[src/rtl/mem_stall_ctrl_pkg.sv]
// Shared opcodes, controller state encoding and the memory-op predicate
// used by the memory-hazard stall controller.
`timescale 1ns/1ps
package mem_pkg;

  localparam logic [4:0] OP_ST  = 5'b10000;
  localparam logic [4:0] OP_LD  = 5'b10001;
  localparam logic [4:0] OP_NOP = 5'b00001;

  typedef enum logic [1:0] {
    ST_RUN  = 2'b00,
    ST_WAIT = 2'b01,
    ST_ERR  = 2'b10
  } state_t;

  function automatic logic is_memop(input logic [4:0] op, input logic valid);
    return valid && ((op == OP_ST) || (op == OP_LD));
  endfunction

endpackage

[src/rtl/mem_stall_ctrl_if.sv]
// Pipeline-side and data-memory-side signals of the stall controller.
// The master drives IF/ID status, flush and mem_ack; the slave is the controller.
`timescale 1ns/1ps
interface mem_stall_ctrl_if;

  logic [4:0] ifid_op;
  logic       ifid_valid;
  logic       flush;
  logic       mem_ack;
  logic       stall_pc;
  logic       stall_ifid;
  logic       bubble_idex;
  logic       freeze;
  logic       mem_req;
  logic       mem_we;
  logic       hazard;
  logic       err;

  modport master (
    output ifid_op, ifid_valid, flush, mem_ack,
    input  stall_pc, stall_ifid, bubble_idex, freeze, mem_req, mem_we, hazard, err
  );

  modport slave (
    input  ifid_op, ifid_valid, flush, mem_ack,
    output stall_pc, stall_ifid, bubble_idex, freeze, mem_req, mem_we, hazard, err
  );

endinterface

[src/rtl/mem_stall_ctrl_shadow.sv]
// Shadow copy of opcode/valid for ID/EX, EX/MEM and MEM/WB.
// Shifts one stage per cycle unless held; ID/EX can be loaded with a bubble.
`timescale 1ns/1ps
module mem_shadow_pipe
  import mem_pkg::*;
(
  input  logic       clk,
  input  logic       rst_n,
  input  logic       hold,
  input  logic       bubble,
  input  logic [4:0] in_op,
  input  logic       in_valid,
  output logic [4:0] op_idex,
  output logic       v_idex,
  output logic [4:0] op_exmem,
  output logic       v_exmem,
  output logic [4:0] op_memwb,
  output logic       v_memwb
);

  always_ff @(posedge clk or negedge rst_n) begin
    if (!rst_n) begin
      op_idex  <= OP_NOP;
      v_idex   <= 1'b0;
      op_exmem <= OP_NOP;
      v_exmem  <= 1'b0;
      op_memwb <= OP_NOP;
      v_memwb  <= 1'b0;
    end else if (!hold) begin
      op_memwb <= op_exmem;
      v_memwb  <= v_exmem;
      op_exmem <= op_idex;
      v_exmem  <= v_idex;
      op_idex  <= bubble ? OP_NOP : in_op;
      v_idex   <= bubble ? 1'b0 : in_valid;
    end
  end

endmodule

[src/rtl/mem_stall_ctrl.sv]
// Memory-op hazard resolver: structural ld/st stall, data-memory handshake
// for the op in EX/MEM, whole-pipeline freeze and sticky timeout error.
`timescale 1ns/1ps
module mem_stall_ctrl
  import mem_pkg::*;
#(
  parameter int unsigned TIMEOUT = 16
) (
  input  logic               clk,
  input  logic               rst_n,
  mem_stall_ctrl_if.slave    bus
);

  localparam logic [7:0] TIMEOUT_M1 = 8'(TIMEOUT - 1);

  state_t     state;
  logic [7:0] wait_cnt;
  logic       err_q;

  logic [4:0] op_idex, op_exmem, op_memwb;
  logic       v_idex, v_exmem, v_memwb;
  logic       mem_ifid, mem_idex, mem_exmem, mem_memwb, older_mem;
  logic       mem_req, freeze, sid;

  assign mem_ifid  = is_memop(bus.ifid_op, bus.ifid_valid);
  assign mem_idex  = is_memop(op_idex, v_idex);
  assign mem_exmem = is_memop(op_exmem, v_exmem);
  assign mem_memwb = is_memop(op_memwb, v_memwb);
  assign older_mem = mem_idex | mem_exmem | mem_memwb;

  // mem_req depends only on registered state, so mem_ack never reaches it
  assign mem_req = mem_exmem & (state != ST_ERR);
  assign freeze  = (state == ST_ERR) | (mem_req & ~bus.mem_ack);
  assign sid     = mem_ifid & older_mem & ~bus.flush & ~freeze;

  assign bus.stall_pc    = freeze | sid;
  assign bus.stall_ifid  = freeze | sid;
  assign bus.bubble_idex = sid;
  assign bus.freeze      = freeze;
  assign bus.mem_req     = mem_req;
  assign bus.mem_we      = mem_req & (op_exmem == OP_ST);
  assign bus.hazard      = mem_ifid | older_mem;
  assign bus.err         = err_q;

  mem_shadow_pipe u_shadow (
    .clk      (clk),
    .rst_n    (rst_n),
    .hold     (freeze),
    .bubble   (sid | bus.flush),
    .in_op    (bus.ifid_op),
    .in_valid (bus.ifid_valid),
    .op_idex  (op_idex),
    .v_idex   (v_idex),
    .op_exmem (op_exmem),
    .v_exmem  (v_exmem),
    .op_memwb (op_memwb),
    .v_memwb  (v_memwb)
  );

  // The first unacked cycle happens in RUN, so reaching TIMEOUT-1 in WAIT
  // means TIMEOUT consecutive frozen cycles before the error is raised.
  always_ff @(posedge clk or negedge rst_n) begin
    if (!rst_n) begin
      state    <= ST_RUN;
      wait_cnt <= '0;
      err_q    <= 1'b0;
    end else begin
      case (state)
        ST_RUN: begin
          if (mem_req && !bus.mem_ack) begin
            state    <= ST_WAIT;
            wait_cnt <= 8'd1;
          end
        end
        ST_WAIT: begin
          if (bus.mem_ack) begin
            state    <= ST_RUN;
            wait_cnt <= '0;
          end else if (wait_cnt == TIMEOUT_M1) begin
            state <= ST_ERR;
            err_q <= 1'b1;
          end else begin
            wait_cnt <= wait_cnt + 8'd1;
          end
        end
        ST_ERR: begin
          err_q <= 1'b1;
        end
        default: begin
          state    <= ST_RUN;
          wait_cnt <= '0;
        end
      endcase
    end
  end

endmodule

[src/flat_wrapper.sv]
// flat-port wrapper written by rule: the top's interface ports become plain ports
module mem_stall_ctrl_flat import mem_pkg::*;
#(
  parameter int unsigned TIMEOUT = 16
)
  (clk, rst_n, bus_ifid_op, bus_ifid_valid, bus_flush, bus_mem_ack, bus_stall_pc, bus_stall_ifid, bus_bubble_idex, bus_freeze, bus_mem_req, bus_mem_we, bus_hazard, bus_err);
  mem_stall_ctrl_if bus_i ();
  input  logic clk;
  input  logic rst_n;
  input wire logic [$bits(bus_i.ifid_op)-1:0] bus_ifid_op;
  input wire logic [$bits(bus_i.ifid_valid)-1:0] bus_ifid_valid;
  input wire logic [$bits(bus_i.flush)-1:0] bus_flush;
  input wire logic [$bits(bus_i.mem_ack)-1:0] bus_mem_ack;
  output wire logic [$bits(bus_i.stall_pc)-1:0] bus_stall_pc;
  output wire logic [$bits(bus_i.stall_ifid)-1:0] bus_stall_ifid;
  output wire logic [$bits(bus_i.bubble_idex)-1:0] bus_bubble_idex;
  output wire logic [$bits(bus_i.freeze)-1:0] bus_freeze;
  output wire logic [$bits(bus_i.mem_req)-1:0] bus_mem_req;
  output wire logic [$bits(bus_i.mem_we)-1:0] bus_mem_we;
  output wire logic [$bits(bus_i.hazard)-1:0] bus_hazard;
  output wire logic [$bits(bus_i.err)-1:0] bus_err;
  assign bus_i.ifid_op = bus_ifid_op;
  assign bus_i.ifid_valid = bus_ifid_valid;
  assign bus_i.flush = bus_flush;
  assign bus_i.mem_ack = bus_mem_ack;
  assign bus_stall_pc = bus_i.stall_pc;
  assign bus_stall_ifid = bus_i.stall_ifid;
  assign bus_bubble_idex = bus_i.bubble_idex;
  assign bus_freeze = bus_i.freeze;
  assign bus_mem_req = bus_i.mem_req;
  assign bus_mem_we = bus_i.mem_we;
  assign bus_hazard = bus_i.hazard;
  assign bus_err = bus_i.err;
  mem_stall_ctrl #(.TIMEOUT(TIMEOUT)) u_core (.clk(clk), .rst_n(rst_n), .bus(bus_i));
endmodule
[config.mk]
export PLATFORM = sky130hd
export DESIGN_NAME = mem_stall_ctrl_flat
export DESIGN_NICKNAME = d
export VERILOG_FILES = /design/src/rtl/mem_stall_ctrl_pkg.sv /design/src/rtl/mem_stall_ctrl_if.sv /design/src/rtl/mem_stall_ctrl_shadow.sv /design/src/rtl/mem_stall_ctrl.sv /design/src/flat_wrapper.sv
export SDC_FILE = /design/constraint.sdc
export NUM_CORES = 1
export LEC_CHECK = 0
export BUFFER_PORTS_ARGS = -buffer_cell sky130_fd_sc_hd__buf_2
export CORE_UTILIZATION = 60
export DETAILED_ROUTE_END_ITERATION = 16
export GPL_TIMING_DRIVEN = 0
export PLACE_DENSITY = 0.83
export SLEW_MARGIN = 0
export SYNTH_ARGS = -nofsm -noshare
export SYNTH_HDL_FRONTEND = slang
export SYNTH_SLANG_ARGS = --single-unit
export TNS_END_PERCENT = 30
[constraint.sdc]
create_clock -name clk -period 2.6 [get_ports clk]
set_clock_uncertainty 0.05 [all_clocks]
set_input_delay 0.52 -clock clk [delete_from_list [all_inputs] [get_ports clk]]
set_output_delay 0.52 -clock clk [all_outputs]
set_load 0.03 [all_outputs]
### Word-level counts from Yosys, hierarchy flattened

Index checks and enable logic that the tools add are counted.
Widths: inputs -> output; s select.

* register bits after elaboration: 29
* input bits: 10
* output and inout port bits: 8
* logic and storage cells: 71

* add/sub/neg operators: 1
* eq/ne operators: 17
* muxes and demuxes: 13
* bitwise logic cells: 16
* reduce and logical (&&, ||, !) cells: 15

Operators with widths (count)
* $eq 5x5->1 const B: 8
* $mux 8: 3
* $pmux 8 s3: 1
* $reduce_and 3->1: 3
* $add 8x1->8 const B: 1
* $eq 8x4->1 const B: 1
* $and 1x1->1: 6
* $mux 2: 3
* $or 1x1->1: 6
* $pmux 2 s3: 1
* $logic_and 1x1->1: 5
* $mux 5: 1
* $logic_or 1x1->1: 4
* $ne 2x1->1 const B: 2
* $ne 2x2->1 const B: 2
* $not 1->1: 4
* $mux 1: 3
* $ne 3x2->1 const B: 1
* $ne 3x3->1 const B: 1
* $eq 2x1->1 const B: 1
* $eq 2x2->1 const B: 1
* $logic_not 2->1: 1
* $pmux 1 s2: 1
* $reduce_bool 2->1: 1
* $logic_not 1->1: 1

### Depth between registers and ports, before layout

Gate-level depths: netlist of the first run.

* word-level depth: 10
* mapped depth: 5
* gate-level depth less buffers: 5

### Hierarchy

Synthesis of the first run repeated with hierarchy kept, for this count alone.

* cell total of the unflattened synthesis: 128
* area, all modules: 1415.1 µm²

Modules (own cells, without submodules)
* mem_shadow_pipe: instances 1, cells an instance 50, area each 740.7 µm², sequential area each 454.2 µm²
* mem_stall_ctrl: instances 1, cells an instance 78, area each 674.4 µm², sequential area each 275.3 µm²

### Worst setup path after synthesis of the first run

OpenSTA, ideal clock, no wires.

* path type: reg2out
* start point: register u_core.u_shadow.op_exmem[1]
* end point: output port bus_mem_we
* arrival time: 1.989 ns
* required time: 2.030 ns
* slack: 0.041 ns
* cell stages (with the launch flop): 4
* path buffers: 0
* cells stage by stage: dfrtp_1 > or3_4 > nor3_1 > and3b_1

* word-level cells in the longest chain between the ends: 5
* elaborated cells on any way between the ends: 6
* classes of those cells: eq/ne: 2; bitwise: 2; reduce/logical: 2

Ends and longest elaborated chain
* from (decl): line mem_stall_ctrl_shadow.sv:15 `output logic [4:0] op_exmem,`
* from (signal assigned): line mem_stall_ctrl_shadow.sv:32 `op_exmem <= op_idex;`
* $eq 5x5->1: line mem_stall_ctrl_pkg.sv:17 `return valid && ((op == OP_ST) || (op == OP_LD));`
* $logic_or 1x1->1 *: line mem_stall_ctrl_pkg.sv:17
* $logic_and 1x1->1 *: line mem_stall_ctrl_pkg.sv:17
* $and 1x1->1 *: line mem_stall_ctrl.sv:32 `assign mem_req = mem_exmem & (state != ST_ERR);`
* named net bus_mem_req: line flat_wrapper.sv:18 `output wire logic [$bits(bus_i.mem_req)-1:0] bus_mem_req;`
* $and 1x1->1 *: line mem_stall_ctrl.sv:41 `assign bus.mem_we = mem_req & (op_exmem == OP_ST);`
* to (decl): line flat_wrapper.sv:19 `output wire logic [$bits(bus_i.mem_we)-1:0] bus_mem_we;`

The timed path passes the listed nets; every way through them passes the cells marked *.

### Final worst setup path of the first run

* start point: register u_core.u_shadow.op_exmem[1]
* end point: output port bus_stall_pc

* word-level cells in the longest chain between the ends: 9
* elaborated cells on any way between the ends: 14
* classes of those cells: eq/ne: 2; bitwise: 10; reduce/logical: 2

Ends and longest elaborated chain
* $eq 5x5->1: line mem_stall_ctrl_pkg.sv:17
* $logic_or 1x1->1 *: line mem_stall_ctrl_pkg.sv:17
* $logic_and 1x1->1 *: line mem_stall_ctrl_pkg.sv:17
* $or 1x1->1 / $and 1x1->1 (equally long branches): line mem_stall_ctrl.sv:29, mem_stall_ctrl.sv:32
* $or 1x1->1 / $and 1x1->1 (equally long branches): line mem_stall_ctrl.sv:29, mem_stall_ctrl.sv:33
* $and 1x1->1 / $or 1x1->1 (equally long branches): line mem_stall_ctrl.sv:34, mem_stall_ctrl.sv:33
* $and 1x1->1 / $not 1->1 (equally long branches): line mem_stall_ctrl.sv:34 `assign sid = mem_ifid & older_mem & ~bus.flush & ~freeze;`
* $and 1x1->1: line mem_stall_ctrl.sv:34
* $or 1x1->1 *: line mem_stall_ctrl.sv:36 `assign bus.stall_pc = freeze | sid;`
* to (decl): line flat_wrapper.sv:14 `output wire logic [$bits(bus_i.stall_pc)-1:0] bus_stall_pc;`

Mark *: on every way between the ends. The rest lies on a longest branch, timed or not.

==> summary.txt, run 1 <==
Critical path
  – Worst Setup Path Type: flop to output pin
  – Worst EP required: 2.03 ns
  – Setup crit start kind: flop
  – Crit-path slowest cell: or3_4
  – Crit path DAT: 1.93 ns
  – Top cell family by delay on the critical path: simple AND/OR/NAND/NOR gates
  – Crit path capture type: output pin
  – Crit Path Max Fanout: 7
  – Crit path buf inv count: 2
  – Crit-path max cell delay: 0.45 ns
  – Worst-path cell chain: or3_4, nor3_4, o32ai_4, nand2_1, buf_4, buf_2

CTS
  – Hold buffer count at cts: 0
  – Worst-Skew Late Latency: around 0.32 ns
  – CTS max path bufs: 2
  – CTS tree: built
  – CTS sink count: 28
  – Clock root buffer: clkbuf_4
  – Setup bufs post-CTS: 0
  – Num CTS Buffers: 3
  – H-tree depth: 1
  – CTS clk-pin slew, worst paths: 0.15 ns

Yosys
  – Dominant cells by area after synthesis: dfrtp_1 (45%), nand2_1 (6.3%), mux2_2 (5.5%)
  – Number of synthesis warnings: 0
  – Post-synth top area share: 45.5%
  – Area leader, netlist: dfrtp_1
  – #FFs+latches synth: 28
  – Syn Nets: between 100 and 150
  – Ys async rst share: 100%
  – Netlist cell types: 42
  – Post-synthesis sequential area ratio: 49.1%
  – EDFF count, synth: 0
  – Cell area after synthesis: 1430 µm²
  – Avg Inst Size Synth: 10.8 µm²
  – Post-synthesis cell count: 133
  – Synth Flop Type: dfrtp_1

Finish
  – Most frequent cells in the layout: dfrtp_1 (26), nand2_1 (23), buf_2 (18)
  – Commonest non-fill, non-tap cell in the layout: dfrtp_1
  – Core Util, Final: 73.2%
  – Area Growth Syn to Fin: 14.2%
  – Finished Layout Cells: 182
  – Ant diodes: 0
  – Final Net Count: between 150 and 200
  – Sequential cell area: roughly 700 µm²
  – Final-layout fill cell count: between 150 and 200
  – Area taken by multi-input logic gates: 723 µm²
  – Final Instance Area: 1640 µm²
  – Share of layout cells above drive strength 1: around a third

GRT
  – First-pass GRT wire length: 4840 µm
  – All-Layer GR Usage: around 25%
  – Largest net degree at the start of global routing: 29
  – Antenna violations before repair: 0
  – Vias in the first global route: between 1k and 1.5k
  – Overflow after GRT: 0

Timing
  – # setup viols final: 0
  – Min Tclk post-route: 2.50 ns
  – Slew @ Worst Pin: 0.604 ns
  – Fmax: 0.399 GHz
  – Final hold slack: 0.130 ns
  – Slew Viols, Final: 0
  – Relative slew slack: 59.8%
  – Final worst-path setup slack: 0.0961 ns
  – Final hold violations: 0
  – Setup TNS: 0 ns
  – Period utilization: 96.3%

Floorplanning
  – Die area: 2580 µm²
  – Starting Density: 64.1%
  – Die H: roughly 51 µm
  – Row cnt: 17
  – Core Footprint: between 2000 and 2500 µm²
  – Chip Width: 50.8 µm
  – I/O pin cnt: 18

Placed design
  – Hpwl dp: 2040 µm
  – Placed cell area: 1550 µm²
  – Routability cong.: 0.768
  – Placed insts: 178
  – Place WS: 0.193 ns
  – Port bufs: 17

Route
  – Vias: around 1.1k
  – # DRC: 0
  – Final wirelength: 2820 µm
  – DRT iter0 DRCs: 17
  – Routed length per instance: 15.5 µm
  – DRT Pass-1 Iters: 4
  – Via/cell ratio: 6.00
  – Routed Antenna Nets: 0

Worst hold path
  – Class of the worst hold path: input pin to async pin

Power
  – Static Leak: 0.686 nW
  – Power Dens Cells: 422 nW/µm²
  – Worst IR Drop VDD: 0.403 mV
  – Total power draw: slightly below 0.7 mW

Flow run
  – Max-cap violations: 0

Outcome
  – Status: finished, final reports clean
-- routing by layer --
| metal | GRT usage, % | routed length (µm) |
|---|---|---|
| met4 | 7.87 | 29 |
| met5 | 0 | 0 |
| met1 | 33.4 | 1230 |
| met3 | 4.17 | 90 |
| met2 | 42.9 | 1480 |
-- cell families (layout without fill, tap and decap cells) --
kind of cell,Yosys count,in the layout,synth area share [%]
muxes,9,9,6.91
AOI/OAI and AO/OA,24,24,14.4
xor gates and xnor gates,4,4,2.45
buffers and inverters,7,28,3.50
DFF,28,28,49.1
adders and majority gates,1,1,0.874
and+or+nand+nor,60,60,22.7
-- worst paths after layout --
kind                                                         startpoint                                       to  slack, ns  cells after the start
worst max-delay path            u_core.u_shadow.op_exmem[1]$_DFFE_PN0N_                             bus_stall_pc        0.1                      6
min in group clk                u_core.u_shadow.op_exmem[0]$_DFFE_PN1N_  u_core.u_shadow.op_exmem[0]$_DFFE_PN1N_       0.45                      2
max in group asynchronous                                         rst_n   u_core.u_shadow.op_idex[1]$_DFFE_PN0N_       1.97                      1
worst min-delay path                                              rst_n           u_core.wait_cnt[2]$_DFFE_PN0P_       0.13                      1
worst max register to register           u_core.wait_cnt[0]$_DFFE_PN0P_           u_core.wait_cnt[3]$_DFFE_PN0P_       0.78                      5
worst min register to register  u_core.u_shadow.op_exmem[0]$_DFFE_PN1N_  u_core.u_shadow.op_exmem[0]$_DFFE_PN1N_       0.45                      2
-- report_power, final --
group | switching [mW] | total (mW) | internal [mW]
clock | 0.124 | 0.209 | 0.0856
combinational | 0.0190 | 0.0315 | 0.0124
sequential | 0.00786 | 0.449 | 0.441
total | 0.150 | 0.689 | 0.539
-- state kept, by name, indices dropped and copies added, names as in the netlist --
register / cells
u_core.bus.err: 1
u_core.state: 2
u_core.u_shadow.op_exmem: 5
u_core.u_shadow.op_idex: 5
u_core.u_shadow.op_memwb: 4
u_core.u_shadow.v_exmem: 1
u_core.u_shadow.v_idex: 1
u_core.u_shadow.v_memwb: 1
u_core.wait_cnt: 8
-- Yosys cell counts, types with 2 or more instances --
master   instances
dfrtp_1         26
nand2_1         24
nor2_1           8
mux2_2           7
nor2b_1          6
a32o_1           5
nor3_1           5
o21ai_0          4
a21oi_1          3
nor4_1           3
o22ai_1          3
xnor2_1          3
buf_2            2
dfstp_2          2
mux2i_1          2
nand3_1          2
nand4_1          2
or3_4            2
-- area by class of cell --
| cell class | count | share of cell area (%) |
|---|---|---|
| clock buffers | 4 | 2.22 |
| repair buffers | 17 | 5.36 |
| multi-input cells | 98 | 44.2 |
| plain buffers | 6 | 2.83 |
| inverters | 1 | 0.230 |
| flip-flops and latches | 28 | 43.0 |
| well taps | 28 | 2.14 |
-- what timing repair did --
action / in CTS / in global routing
endpoints found under the setup margin: 1 / 2
pin swaps: 0 / 0
resized for setup: 3 / 6
Power figures use the tool's default switching activity.
==> run 2, diff against run 1 <==
BUFFER_PORTS_ARGS = default   (was -buffer_cell sky130_fd_sc_hd__buf_2)
CORE_UTILIZATION = 35   (was 60)
DONT_BUFFER_PORTS = 1   (was default)
PLACE_DENSITY = 0.5   (was 0.83)
SETUP_SLACK_MARGIN = 0.4   (was default)
==> summary.txt, run 2 (same netlist as run 1, synthesis figures left out) <==
Critical path
  – Crit path buf inv count: 0 (was 2)
  – Worst EP required: 2.03 ns (about the same)
  – Crit-path max cell delay: 0.45 ns (about the same)
  – Crit Path Max Fanout: 5 (was 7)
  – Worst Setup Path Type: flop to output pin (unchanged)
  – Worst Reg-to-Reg Cells: 5 (unchanged)
  – Setup crit start kind: flop (unchanged)
  – Worst-path cell chain: or3_4, nor2_2, nor3_1, nor4_4 (was or3_4, nor3_4, o32ai_4, nand2_1, buf_4, buf_2)
  – Top cell family by delay on the critical path: simple AND/OR/NAND/NOR gates (unchanged)
  – R2R Path End: u_core.wait_cnt[3]$_DFFE_PN0P_ (unchanged)
  – Crit path DAT: 1.87 ns (was 1.93 ns)
  – Critical register-to-register path startpoint: u_core.wait_cnt[0]$_DFFE_PN0P_ (unchanged)
  – Crit path capture type: output pin (unchanged)
  – Crit-path slowest cell: or3_4 (unchanged)
  – FF-to-FF setup slack: 0.84 ns (was 0.78 ns)

Flow run
  – Max-cap violations: 0 (unchanged)

Route
  – Routed Antenna Nets: 0 (unchanged)
  – DRT iter0 DRCs: 45 (was 17)
  – Via/cell ratio: 5.57 (was 6.00)
  – # DRC: 0 (unchanged)
  – DRT Pass-1 Iters: 4 (unchanged)
  – Wire length on met3: 143 µm (was 90 µm)
  – WL met2: 1440 µm (was 1480 µm)
  – Routed length per instance: 15.7 µm (was 15.5 µm)
  – Vias: 1041 (was 1092)
  – Final wirelength: 2940 µm (was 2820 µm)
  – Uppermost layer routed: met4 (unchanged)
  – M1 wire length: 1300 µm (was 1230 µm)

CTS
  – CTS tree: built (unchanged)
  – H-tree depth: 1 (unchanged)
  – CTS sink count: 28 (unchanged)
  – CTS max path bufs: 2 (unchanged)
  – CTS clk-pin slew, worst paths: 0.10 ns (was 0.15 ns)
  – Worst-Skew Late Latency: 0.28 ns (was 0.32 ns)
  – Clock root buffer: clkbuf_8 (was clkbuf_4)
  – Setup bufs post-CTS: 0 (unchanged)
  – Num CTS Buffers: 3 (unchanged)

GRT
  – Vias in the first global route: 1074 (was 1052)
  – All-Layer GR Usage: 15.6% (was 25.4%)
  – Overflow after GRT: 0 (unchanged)
  – First-pass GRT wire length: 5020 µm (was 4840 µm)
  – Largest net degree at the start of global routing: 27 (was 29)
  – Antenna violations before repair: 0 (unchanged)

Floorplanning
  – Starting Density: 37.7% (was 64.1%)
  – Die area: 4350 µm² (was 2580 µm²)
  – Chip Width: 66.0 µm (was 50.8 µm)
  – Core Footprint: 3800 µm² (was 2230 µm²)
  – Row cnt: 22 (was 17)
  – Die H: 66.0 µm (was 50.8 µm)
  – I/O pin cnt: 18 (unchanged)

Timing
  – Final hold slack: 0.0236 ns (was 0.130 ns)
  – Fmax: 0.410 GHz (was 0.399 GHz)
  – Slew @ Worst Pin: 0.484 ns (was 0.604 ns)
  – Relative slew slack: 67.5% (was 59.8%)
  – Final hold violations: 0 (unchanged)
  – Final worst-path setup slack: 0.160 ns (was 0.0961 ns)
  – Slew Viols, Final: 0 (unchanged)
  – # setup viols final: 0 (unchanged)
  – Setup TNS: 0 ns (unchanged)
  – Period utilization: 93.8% (was 96.3%)
  – RSZ-0062 raised after global routing: yes
  – Min Tclk post-route: 2.44 ns (was 2.50 ns)

Finish
  – Commonest non-fill, non-tap cell in the layout: dfrtp_1 (unchanged)
  – Most frequent cells in the layout: dfrtp_1 (26), nand2_1 (22), mux2_2 (7), nor2_1 (7), nor2b_1 (6) (was dfrtp_1 (26), nand2_1 (23), buf_2 (18))
  – Most flop-heavy register: u_core.wait_cnt (unchanged)
  – Final Instance Area: 1640 µm² (unchanged)
  – Final Net Count: 151 (was 166)
  – Finished Layout Cells: 187 (was 182)
  – Ant diodes: 0 (unchanged)
  – Top flop regs: u_core.wait_cnt x8, u_core.u_shadow.op_exmem x5, u_core.u_shadow.op_idex x5 (unchanged)
  – Share of layout cells above drive strength 1: 26.6% (was 32.5%)
  – Core Util, Final: 43.1% (was 73.2%)
  – Largest register FFs: 8 (unchanged)
  – Area Growth Syn to Fin: 14.2% (unchanged)

Placed design
  – Hpwl dp: 2110 µm (was 2040 µm)
  – Port bufs: 0 (was 17)
  – Place WS: 0.151 ns (was 0.193 ns)
  – Routability cong.: 0.726 (was 0.768)
  – Placed insts: 181 (was 178)
  – Placed cell area: 1500 µm² (was 1550 µm²)

Power
  – Worst IR Drop VDD: 0.204 mV (was 0.403 mV)
  – Static Leak: 0.646 nW (was 0.686 nW)
  – Total power draw: 0.720 mW (was 0.689 mW)
  – Power Dens Cells: 440 nW/µm² (was 422 nW/µm²)

Outcome
  – Status: finished, final reports clean (unchanged)

Worst hold path
  – Class of the worst hold path: input pin to async pin (unchanged)
==> run 2: power breakdown <==
part	internal, mW	leakage (nW)	switching [mW]
Sequential	0.441	0.347	0.00715
Clock	0.110	0.0228	0.136
Combinational	0.0117	0.277	0.0142
==> run 2: final cells by class <==
class,instances,area (µm²)
Buffer,6,46.3
Clock buffer,4,45.0
Fill cell,383,2160
Inverter,1,3.75
Multi-Input combinational cell,98,747
Sequential cell,28,703
Tap cell,48,60.1
Timing Repair Buffer,2,30.0
==> run 2: routing by layer <==
metal | GRT usage [%] | vias up
met5 | 0 | -
met4 | 7.18 | 0
met3 | 3.28 | 5
met2 | 25.9 | 24
met1 | 19.2 | 516
li1 | - | 496
==> run 2: worst reg2reg max path: stages (launching register included) <==
cell,delay (ns)
dfrtp_1,0.48
ha_1,0.23
nand4b_1,0.17
nor4_4,0.35
o21ai_0,0.16
a211oi_1,0.23
==> run 2: worst max path at each step <==
| stage | depth (start not counted) | startpoint | endpoint | slack (ns) |
|---|---|---|---|---|
| 3_5_place_dp | 5 | u_core.u_shadow.v_exmem$_DFFE_PN0N_ | bus_stall_pc | 0.15 |
| 4_1_cts | 4 | u_core.u_shadow.op_exmem[1]$_DFFE_PN0N_ | bus_bubble_idex | 0.15 |
| 5_1_grt | 4 | u_core.u_shadow.op_exmem[1]$_DFFE_PN0N_ | bus_bubble_idex | 0.06 |
| 3_3_place_gp | 5 | u_core.u_shadow.op_exmem[4]$_DFFE_PN0N_ | bus_stall_pc | 0.18 |
| 2_1_floorplan | 3 | u_core.u_shadow.op_exmem[1]$_DFFE_PN0N_ | bus_mem_we | 0.37 |
| 6_report | 4 | u_core.u_shadow.op_exmem[1]$_DFFE_PN0N_ | bus_bubble_idex | 0.16 |
==> run 2: repair_timing <==
action / CTS / global route
hold endpoints to repair: 26 / 0
gates resized for setup: 10 / 1
endpoints found under the setup margin: 7 / 6
hold buffers: 2 / 0
==> run 3, diff against run 2 <==
--- a/config.mk
+++ b/config.mk
@@ -8,2 +8,3 @@
 export CORE_UTILIZATION = 35
+export CTS_BUF_LIST = sky130_fd_sc_hd__clkbuf_4
 export DETAILED_ROUTE_END_ITERATION = 16
--- a/constraint.sdc
+++ b/constraint.sdc
@@ -4,2 +4,2 @@
 set_output_delay 0.52 -clock clk [all_outputs]
-set_load 0.03 [all_outputs]
+set_load 0.1 [all_outputs]
==> summary.txt, run 3 (same netlist as run 1, synthesis figures left out) <==
CTS
  – Clock root buffer: clkbuf_4 (was clkbuf_8)
  – CTS tree: built (unchanged)
  – H-tree depth: 1 (unchanged)
  – Worst-Skew Late Latency: 0.34 ns (was 0.28 ns)
  – Num CTS Buffers: 3 (unchanged)
  – CTS max path bufs: 2 (unchanged)
  – CTS clk-pin slew, worst paths: 0.15 ns (was 0.10 ns)
  – CTS sink count: 28 (unchanged)

Flow run
  – Max-cap violations: 0 (unchanged)

Floorplanning
  – Die H: 66.0 µm (unchanged)
  – Chip Width: 66.0 µm (unchanged)
  – Die area: 4350 µm² (unchanged)
  – Row cnt: 22 (unchanged)
  – Starting Density: 37.7% (unchanged)
  – I/O pin cnt: 18 (unchanged)
  – Core Footprint: 3800 µm² (unchanged)

Finish
  – Largest register FFs: 8 (unchanged)
  – Finished Layout Cells: 189 (was 187)
  – Top flop regs: u_core.wait_cnt x8, u_core.u_shadow.op_exmem x5, u_core.u_shadow.op_idex x5 (unchanged)
  – Share of layout cells above drive strength 1: 28.4% (was 26.6%)
  – Core Util, Final: 44.6% (was 43.1%)
  – Most flop-heavy register: u_core.wait_cnt (unchanged)
  – Final-layout fill cell count: 350 (was 383)
  – Commonest non-fill, non-tap cell in the layout: dfrtp_1 (unchanged)
  – Ant diodes: 0 (unchanged)
  – Area Growth Syn to Fin: 18.3% (was 14.2%)
  – Final Net Count: 153 (was 151)
  – Most frequent cells in the layout: dfrtp_1 (26), nand2_1 (22), mux2_2 (7), nor2_1 (7), nor2b_1 (6) (unchanged)

Critical path
  – Crit Path Max Fanout: 4 (was 5)
  – Crit path DAT: 2.58 ns (was 1.87 ns)
  – R2R Path End: u_core.state[0]$_DFFE_PN0P_ (was u_core.wait_cnt[3]$_DFFE_PN0P_)
  – Worst Reg-to-Reg Cells: 3 (was 5)
  – Worst Setup Path Type: flop to output pin (unchanged)
  – Setup crit start kind: flop (unchanged)
  – FF-to-FF setup slack: 0.59 ns (was 0.84 ns)
  – Crit path capture type: output pin (unchanged)
  – Critical register-to-register path startpoint: u_core.u_shadow.op_exmem[2]$_DFFE_PN0N_ (was u_core.wait_cnt[0]$_DFFE_PN0P_)
  – Setup crit end: bus_mem_we (was bus_bubble_idex)
  – Crit path from: u_core.u_shadow.op_exmem[2]$_DFFE_PN0N_ (was u_core.u_shadow.op_exmem[1]$_DFFE_PN0N_)
  – Worst EP required: 2.03 ns (about the same)

Timing
  – Slew Viols, Final: 0 (unchanged)
  – Min Tclk post-route: 3.15 ns (was 2.44 ns)
  – Final worst-path setup slack: -0.549 ns (was 0.160 ns)
  – Slew @ Worst Pin: 1.35 ns (was 0.484 ns)
  – Period utilization: 121% (was 93.8%)
  – Fmax: 0.318 GHz (was 0.410 GHz)
  – Final hold violations: 0 (unchanged)
  – Relative slew slack: 9.33% (was 67.5%)
  – RSZ-0062 raised after global routing: yes (unchanged)
  – # setup viols final: 4 (was 0)

Outcome
  – Status: finished with violations (was finished, final reports clean)
  – Failing checks: setup timing

Route
  – Routed length per instance: 15.5 µm (was 15.7 µm)
  – DRT Pass-1 Iters: 4 (unchanged)
  – DRT iter0 DRCs: 31 (was 45)
  – # DRC: 0 (unchanged)
  – Vias: 1018 (was 1041)
  – Final wirelength: 2920 µm (was 2940 µm)
  – Via/cell ratio: 5.39 (was 5.57)
  – Routed Antenna Nets: 0 (unchanged)

GRT
  – Antenna violations before repair: 0 (unchanged)
  – Overflow after GRT: 0 (unchanged)
  – All-Layer GR Usage: 15.9% (was 15.6%)
  – Vias in the first global route: 1066 (was 1074)
  – First-pass GRT wire length: 5120 µm (was 5020 µm)
  – Largest net degree at the start of global routing: 29 (was 27)

Placed design
  – Routability cong.: 0.702 (was 0.726)
  – Placed insts: 181 (unchanged)
  – Port bufs: 0 (unchanged)
  – Place WS: -0.229 ns (was 0.151 ns)
  – Hpwl dp: 2100 µm (was 2110 µm)

Power
  – Worst IR Drop VDD: 0.215 mV (was 0.204 mV)
  – Total power draw: 0.765 mW (was 0.720 mW)
  – Static Leak: 0.677 nW (was 0.646 nW)
  – Power Dens Cells: 452 nW/µm² (was 440 nW/µm²)

Worst hold path
  – Class of the worst hold path: input pin to flop (was input pin to async pin)
[run 3: how the worst min path moves through the flow]
stage | startpoint | end | slack, ns | depth (start not counted)
floorplan | rst_n | u_core.bus.err$_DFFE_PN0P_ | 0.17 | 0
detailed placement | rst_n | u_core.bus.err$_DFFE_PN0P_ | 0.18 | 0
finish | bus_flush | u_core.u_shadow.op_idex[0]$_DFFE_PN1N_ | 0.34 | 2
global placement | rst_n | u_core.wait_cnt[2]$_DFFE_PN0P_ | 0.17 | 0
global route | bus_flush | u_core.u_shadow.op_idex[0]$_DFFE_PN1N_ | 0.33 | 2
CTS | bus_flush | u_core.u_shadow.op_idex[0]$_DFFE_PN1N_ | 0.34 | 2
[run 3: final cells by class]
class	count	area [µm²]	share of cell area, %
Buffer	6	65.1	3.84
Clock buffer	3	22.5	1.33
Clock inverter	1	30.0	1.77
Inverter	1	3.75	0.222
Multi-Input combinational cell	98	763	45.1
Sequential cell	28	703	41.5
Tap cell	48	60.1	3.55
Timing Repair Buffer	4	45.0	2.66
[run 3: repair_timing]
| item | CTS | global route |
|---|---|---|
| endpoints found under the hold margin | 28 | 0 |
| setup endpoints to repair | 7 | 7 |
| pin swaps | 5 | 3 |
| resized for setup | 11 | 4 |
| setup buffers | 1 | 1 |
| hold buffers | 2 | 0 |
[run 3: worst max-delay path, stage by stage (launching register included)]
cell and delay (ns):
dfrtp_1 0.42, or3_4 0.44, nor3_4 0.82, and3b_4 0.56
[run 3: through the flow]
step,hold WS (ns),TNS [ns],cell area [µm²]
finish,0.340,-1.50,1690
global route,0.335,-1.99,1690
CTS,0.337,-1.91,1670
detailed placement,0.175,-0.651,1520
global placement,0.175,-0.639,1520
floorplan,0.174,-0.216,1460
[run 3: power breakdown]
group | leakage [nW] | internal, mW | total (mW) | switching [mW]
clock | 0.0279 | 0.156 | 0.289 | 0.132
sequential | 0.347 | 0.441 | 0.448 | 0.00725
combinational | 0.302 | 0.0120 | 0.0283 | 0.0162
total | 0.677 | 0.609 | 0.765 | 0.156
[run 3: layer usage]
metal / wire (µm) / track usage (%) / share of wire, %
met4: 58 / 7.18 / 2.0
met2: 1420 / 26.4 / 49
met1: 1330 / 19.5 / 46
met3: 111 / 3.45 / 3.8
met5: 0 / 0 / 0
